**src/rtl/fetch_stage_pkg.sv**
```systemverilog
// Shared CPU definitions used by the fetch stage: next-PC selector encodings,
// the NOP word, the IF/ID register layout and the branch-offset helper.
package fetch_stage_pkg;

   localparam logic [1:0] NPC_PC4 = 2'b00;
   localparam logic [1:0] NPC_BR  = 2'b01;
   localparam logic [1:0] NPC_J   = 2'b10;
   localparam logic [1:0] NPC_JR  = 2'b11;

   localparam logic [31:0] NOP = 32'h0000_0000;

   typedef struct packed {
      logic [31:0] instr;
      logic [31:0] pc;
      logic        valid;
   } ifid_t;

   // Sign-extended word offset of a branch immediate, as a byte offset.
   function automatic logic [31:0] branch_offset(input logic [15:0] imm);
      return {{14{imm[15]}}, imm, 2'b00};
   endfunction

endpackage

```
**src/rtl/fetch_stage_npc_calc.sv**
```systemverilog
// Combinational next-PC selection: PC+4, branch target, jump target or
// register target. Redirects are only honoured for a real instruction in D.
module npc_calc
   import fetch_stage_pkg::*;
(
   input  logic [31:0] pc_f,
   input  logic [31:0] pc_d,
   input  logic [25:0] index_d,
   input  logic        valid_d,
   input  logic [1:0]  npc_sel,
   input  logic        cmp_true,
   input  logic [31:0] rs_d,
   output logic [31:0] next_pc
);

   logic [31:0] pc4_f;
   logic [31:0] pc4_d;
   logic [31:0] br_target;
   logic [31:0] j_target;

   assign pc4_f     = pc_f + 32'd4;
   assign pc4_d     = pc_d + 32'd4;
   assign br_target = pc4_d + branch_offset(index_d[15:0]);
   assign j_target  = {pc4_d[31:28], index_d, 2'b00};

   always_comb begin
      // NOTE: assigning a default before the case keeps every path driven,
      // so no latch is inferred for next_pc.
      next_pc = pc4_f;
      if (valid_d) begin
         case (npc_sel)
            NPC_BR:  if (cmp_true) next_pc = br_target;
            NPC_J:   next_pc = j_target;
            NPC_JR:  next_pc = rs_d;
            default: next_pc = pc4_f;
         endcase
      end
   end

endmodule

```
**src/rtl/fetch_stage.sv**
```systemverilog
// Instruction fetch stage: PC register, IF/ID pipeline register with stall
// and bubble control, and link/immediate taps for the decode stage.
module fetch_stage
   import fetch_stage_pkg::*;
#(
   parameter logic [31:0] RESET_PC   = 32'h0000_3000,
   parameter int          IMEM_WORDS = 1024
) (
   input  logic        clk,
   input  logic        rst_n,
   input  logic        stall,
   input  logic        clr_d,
   input  logic [1:0]  npc_sel,
   input  logic        cmp_true,
   input  logic [31:0] rs_d,
   output logic [31:0] imem_addr,
   input  logic [31:0] imem_rdata,
   output logic [31:0] instr_d,
   output logic [15:0] imm16_d,
   output logic [31:0] pc_d,
   output logic [31:0] pc8_d,
   output logic        valid_d
);

   // The memory wraps by dropping high address bits, so its depth must be a
   // power of two.
   if ((IMEM_WORDS < 1) || ((IMEM_WORDS & (IMEM_WORDS - 1)) != 0)) begin : g_bad_depth
      $error("fetch_stage: IMEM_WORDS must be a power of two");
   end

   logic [31:0] pc_f;
   logic [31:0] next_pc;
   ifid_t       ifid;

   npc_calc u_npc_calc (
      .pc_f     (pc_f),
      .pc_d     (ifid.pc),
      .index_d  (ifid.instr[25:0]),
      .valid_d  (ifid.valid),
      .npc_sel  (npc_sel),
      .cmp_true (cmp_true),
      .rs_d     (rs_d),
      .next_pc  (next_pc)
   );

   // Stall wins over clr_d; a bubble still lets the PC advance so the
   // instruction currently in F is never lost.
   always_ff @(posedge clk or negedge rst_n) begin
      if (!rst_n) begin
         pc_f <= RESET_PC;
         ifid <= '{instr: NOP, pc: RESET_PC, valid: 1'b0};
      end else if (!stall) begin
         // NOTE: non-blocking assignments let the IF/ID load see the old
         // pc_f in the same edge that pc_f takes next_pc.
         pc_f <= next_pc;
         if (clr_d) begin
            ifid <= '{instr: NOP, pc: pc_f, valid: 1'b0};
         end else begin
            ifid <= '{instr: imem_rdata, pc: pc_f, valid: 1'b1};
         end
      end
   end

   assign imem_addr = pc_f;
   assign instr_d   = ifid.instr;
   assign pc_d      = ifid.pc;
   assign valid_d   = ifid.valid;
   assign imm16_d   = ifid.instr[15:0];
   assign pc8_d     = ifid.pc + 32'd8;

endmodule

```
**config.mk**
```make
export PLATFORM = sky130hd
export DESIGN_NAME = fetch_stage
export DESIGN_NICKNAME = d
export VERILOG_FILES = /design/src/rtl/fetch_stage_pkg.sv /design/src/rtl/fetch_stage_npc_calc.sv /design/src/rtl/fetch_stage.sv
export SDC_FILE = /design/constraint.sdc
export NUM_CORES = 1
export LEC_CHECK = 0
export ABC_AREA = 1
export CAP_MARGIN = 20
export CORE_ASPECT_RATIO = 0.7
export CORE_MARGIN = 1
export CORE_UTILIZATION = 30
export DETAILED_ROUTE_END_ITERATION = 7
export PLACE_DENSITY = 0.64
export SLEW_MARGIN = 20
export SYNTH_ARGS = -nofsm -noshare
export SYNTH_HDL_FRONTEND = slang
export SYNTH_HIERARCHICAL = 1
export SYNTH_SLANG_ARGS = --single-unit
export TNS_END_PERCENT = 50
```
**constraint.sdc**
```tcl
create_clock -name clk -period 4.1 [get_ports clk]
set_input_delay 0.82 -clock clk [delete_from_list [all_inputs] [get_ports clk]]
set_output_delay 0.82 -clock clk [all_outputs]
set_load 0.005 [all_outputs]
```
==> impl_metrics.py <==
metrics = {
    "run_status": {
        "status": "finished clean",
    },
    "pwr": {
        "pwr-share-comb_pct": 47.1,
        "p_leak_uw": 0.005844,
        "internal_power_uw": 2487,
        "seq_power_share_pct": 33.1,
        "power.switching_uw": 1898,
        "irDropWorstVdd_uv": 222.4,
        "switching_share_pct": 43.28,
        "power.density_nw_per_um2": 351.5,
        "clockPowerShare_pct": 19.8,
    },
    "timing": {
        "setup_viol": 0,
        "finalCritPeriodShare_pct": 93.12,
        "maxSlewViolCount": 0,
        "fmax_ghz": 0.2619,
        "skew_ns": 0.01233,
        "tightestPinTransition_ns": 0.9597,
        "period_minus_slack_ns": 3.818,
        "setup_tns_ns": 0,
        "slew_headroom_pct": 35.95,
        "rsz0062_at_grt": "false",
        "hold_viol": 0,
    },
    "floorplanning": {
        "ios": 216,
        "die_area_sq_um": 32490,
        "core_area_sq_um": 31210,
        "start_util_pct": 30.53,
        "die_h_microns": 151.1,
        "rows": 54,
        "die_w_microns": 215.0,
    },
    "yosys": {
        "ys_ff_latch": 97,
        "synthDistinctLibCells": 50,
        "synth_nets": 1639,
        "synthCells": 1530,
        "yosysWarnings": 6,
        "syn_area_per_cell_sq_um": 6.228,
        "netlist_area_sq_um": 9529,
        "ys_seq_area_share_pct": 25.53,
    },
    "clocking": {
        "numCtsBuffers": 9,
        "clk_pin_slew_worst_paths_ns": 0.07,
        "clock_path_buffers": 2,
        "clock_latency_ns": 0.36,
        "cts_setup_buffers": 0,
        "cts-root-buf": "clkbuf_16",
        "cts_sinks": 97,
        "cts_tree": "done",
        "cts_max_level": 3,
        "cts_hold_buffers": 0,
        "ctsResizeCount": 0,
    },
    "detailed_routing": {
        "wl_per_cell_microns": 19.33,
        "finalWirelength_mm": 41.78,
        "wl_met2_mm": 17.39,
        "drc": 0,
        "drtIter0Drc": 1233,
        "wl_met1_mm": 19.93,
        "vias": 11087,
        "avgViaCountPerCell": 5.130,
        "antenna_left": 0,
        "dr_wl_met3_mm": 3.602,
        "highest_layer": "met4",
        "first_pass_iters": 5,
    },
    "critical_path": {
        "cp-end-kind": "flip-flop",
        "max_stage_delay_ns": 0.55,
        "worst_path_max_delay_cell": "dfrtp_2",
        "worstRegToRegCells": 19,
        "required_ns": 4.38,
        "worst_setup_path_start_kind": "flip-flop",
        "crit_type": "reg -> reg",
        "worstPathArrival_ns": 4.10,
        "cp_common_cell": "nand2_1",
        "worstPathMaxFanout": 10,
        "crit_chain": "nand2_1 > nor2_1 > nand2_1 > nor4_4 > nand2_1 > xnor2_1 > ha_1 > nand2_1 > nor2_1 > inv_1 > nor2_1 > nand4_1 > nand3_1 > nand2_1 > nand3_1 > nand2_1 > a21oi_1 > nand2_1 > o21ai_0",
    },
    "finish": {
        "areaGrowthSynthToFinish_pct": 30.92,
        "final_cells": 2161,
        "diodes": 0,
        "n_fill_cell": 3370,
        "nets": 1845,
        "drive_gt1_share_pct": 7.639,
    },
    "job": {
        "max_cap_viol_count": 0,
    },
    "grt": {
        "grt_pass1_wl_mm": 62.27,
        "grt_overflow_total": 0,
        "antenna_found_initial": 0,
        "grt_pass1_vias": 10165,
        "grt_usage_pct": 25.58,
        "grt_max_degree": 76,
    },
    "min_path": {
        "min_path_type": "in -> async",
    },
    "place": {
        "gp_congestion": 0.9617,
        "io_buffers": 215,
        "dpl.hpwl_mm": 33.81,
        "dpl.cell_count": 2145,
    },
}
-- flip-flops by register name (all words and copies together), names as in the netlist --
| name | cells |
|---|---|
| imem_addr | 32 |
| instr_d | 32 |
| pc_d | 32 |
| valid_d | 1 |
-- final timing paths --
kind / start / to / slack (ns)
worst min-delay path: rst_n / instr_d[1] / 0.49
worst min register to register: instr_d[29] / instr_d[29] / 0.49
worst max register to register: pc_d[5] / imem_addr[20] / 0.28
worst max-delay path: pc_d[5] / imem_addr[20] / 0.28
min in group clk: instr_d[29] / instr_d[29] / 0.49
max in group asynchronous: rst_n / imem_addr[13] / 2.79
-- cell usage in the layout, fill, tap and decap left out, types with 9 or more instances in the layout --
| cell | n |
|---|---|
| o21ai_0 | 112 |
| clkbuf_16 | 9 |
| a21oi_1 | 67 |
| nor3_1 | 19 |
| ha_1 | 37 |
| nor2_1 | 122 |
| nor2_4 | 12 |
| dfrtp_1 | 89 |
| nand3_1 | 77 |
| inv_1 | 209 |
| nand2_2 | 13 |
| nand4_1 | 27 |
| nor2_2 | 15 |
| xnor2_1 | 16 |
| buf_4 | 34 |
| xor2_1 | 35 |
| nor3_2 | 9 |
| clkdlybuf4s50_1 | 213 |
| nand2_1 | 513 |
| a221oi_1 | 14 |
-- area by class of cell --
| type | count | area, sq um | area share (%) |
|---|---|---|---|
| Clock buffer | 10 | 229.0 | 1.835 |
| Sequential cell | 97 | 2437 | 19.54 |
| Multi-Input combinational cell | 1161 | 5993 | 48.04 |
| Clock inverter | 6 | 67.56 | 0.5416 |
| Timing Repair Buffer | 249 | 2404 | 19.27 |
| Tap cell | 420 | 525.5 | 4.212 |
| Inverter | 218 | 819.5 | 6.569 |
-- layer usage --
layer	global-route usage, %	vias up
met5	0	-
met4	6.028	0
met3	4.779	51
met2	37.99	511
met1	37.84	5230
li1	-	5295
-- through the flow --
| step | hold slack (ns) | utilization, % | setup WS [ns] | area (sq um) | power, uW |
|---|---|---|---|---|---|
| after floorplan | 0.4763 | - | 1.194 | 9529 | 2337 |
| after global placement | 0.4667 | 38.99 | 0.1509 | 12170 | 3497 |
| after detailed placement | 0.4781 | 38.99 | 0.2436 | 12170 | 3489 |
| after CTS | 0.5004 | 39.94 | 0.2350 | 12470 | 4373 |
| after global routing | 0.5168 | 39.97 | 0.04807 | 12480 | 4653 |
| final | 0.4908 | 39.97 | 0.2821 | 12480 | 4385 |
-- critical path, delay by kind of cell (launching register included) --
family	cells	cell delay (ns)
XOR/XNOR	1	0.20
AND/OR/NAND/NOR	14	2.22
buffers and inverters	1	0.08
AO/OA/AOI/OAI	2	0.27
adder cells (fa/ha/maj)	1	0.43
flip-flops	1	0.55
-- cell usage after synthesis, drive strengths merged --
cell type  instances  area [sq um]
and2               6         37.54
o21bai             9         71.32
nand4             28         181.4
ha                37         462.9
clkinv             2         8.750
fa                 1         20.02
a221oi            14         122.6
a31oi              2         12.51
nor3              30         217.7
a22oi              2         15.01
buf               30         196.4
xnor2             16         140.1
a21oi             69         352.8
nor3b              1         12.51
a21o               2         15.01
xor2              35         306.5
o211ai             4         30.03
inv              216         810.8
a22o               8         70.07
dfrtp             93          2327
o31ai              2         15.01
nor4               3         33.78
a21boi             8         60.06
nand3b             7         52.55
or2                2         12.51
clkbuf            24         90.09
nor2             149         684.4
nand3             80         422.9
a32oi              3         26.28
nand2            529          2041
o21ai            114         574.3
dfstp              4         105.1
-- cell families (layout without fill, tap and decap cells) --
logic type	Yosys count	in the layout	share of synthesized area (%)
XOR/XNOR	51	51	4.687
flip-flops	97	97	25.53
buffers and inverters	272	483	11.61
AO/OA/AOI/OAI	237	237	14.33
AND/OR/NAND/NOR	835	835	38.79
adder cells (fa/ha/maj)	38	38	5.068
-- power by group through the flow --
stage	Combinational (uW)	Sequential, uW	Clock (uW)
2_1_floorplan	968	1370	0
5_1_grt	2260	1470	922
3_5_place_dp	2030	1460	0
4_1_cts	2050	1440	888
3_3_place_gp	2040	1460	0
6_report	2070	1450	867
Note: power is estimated with default switching activity, not from simulation.
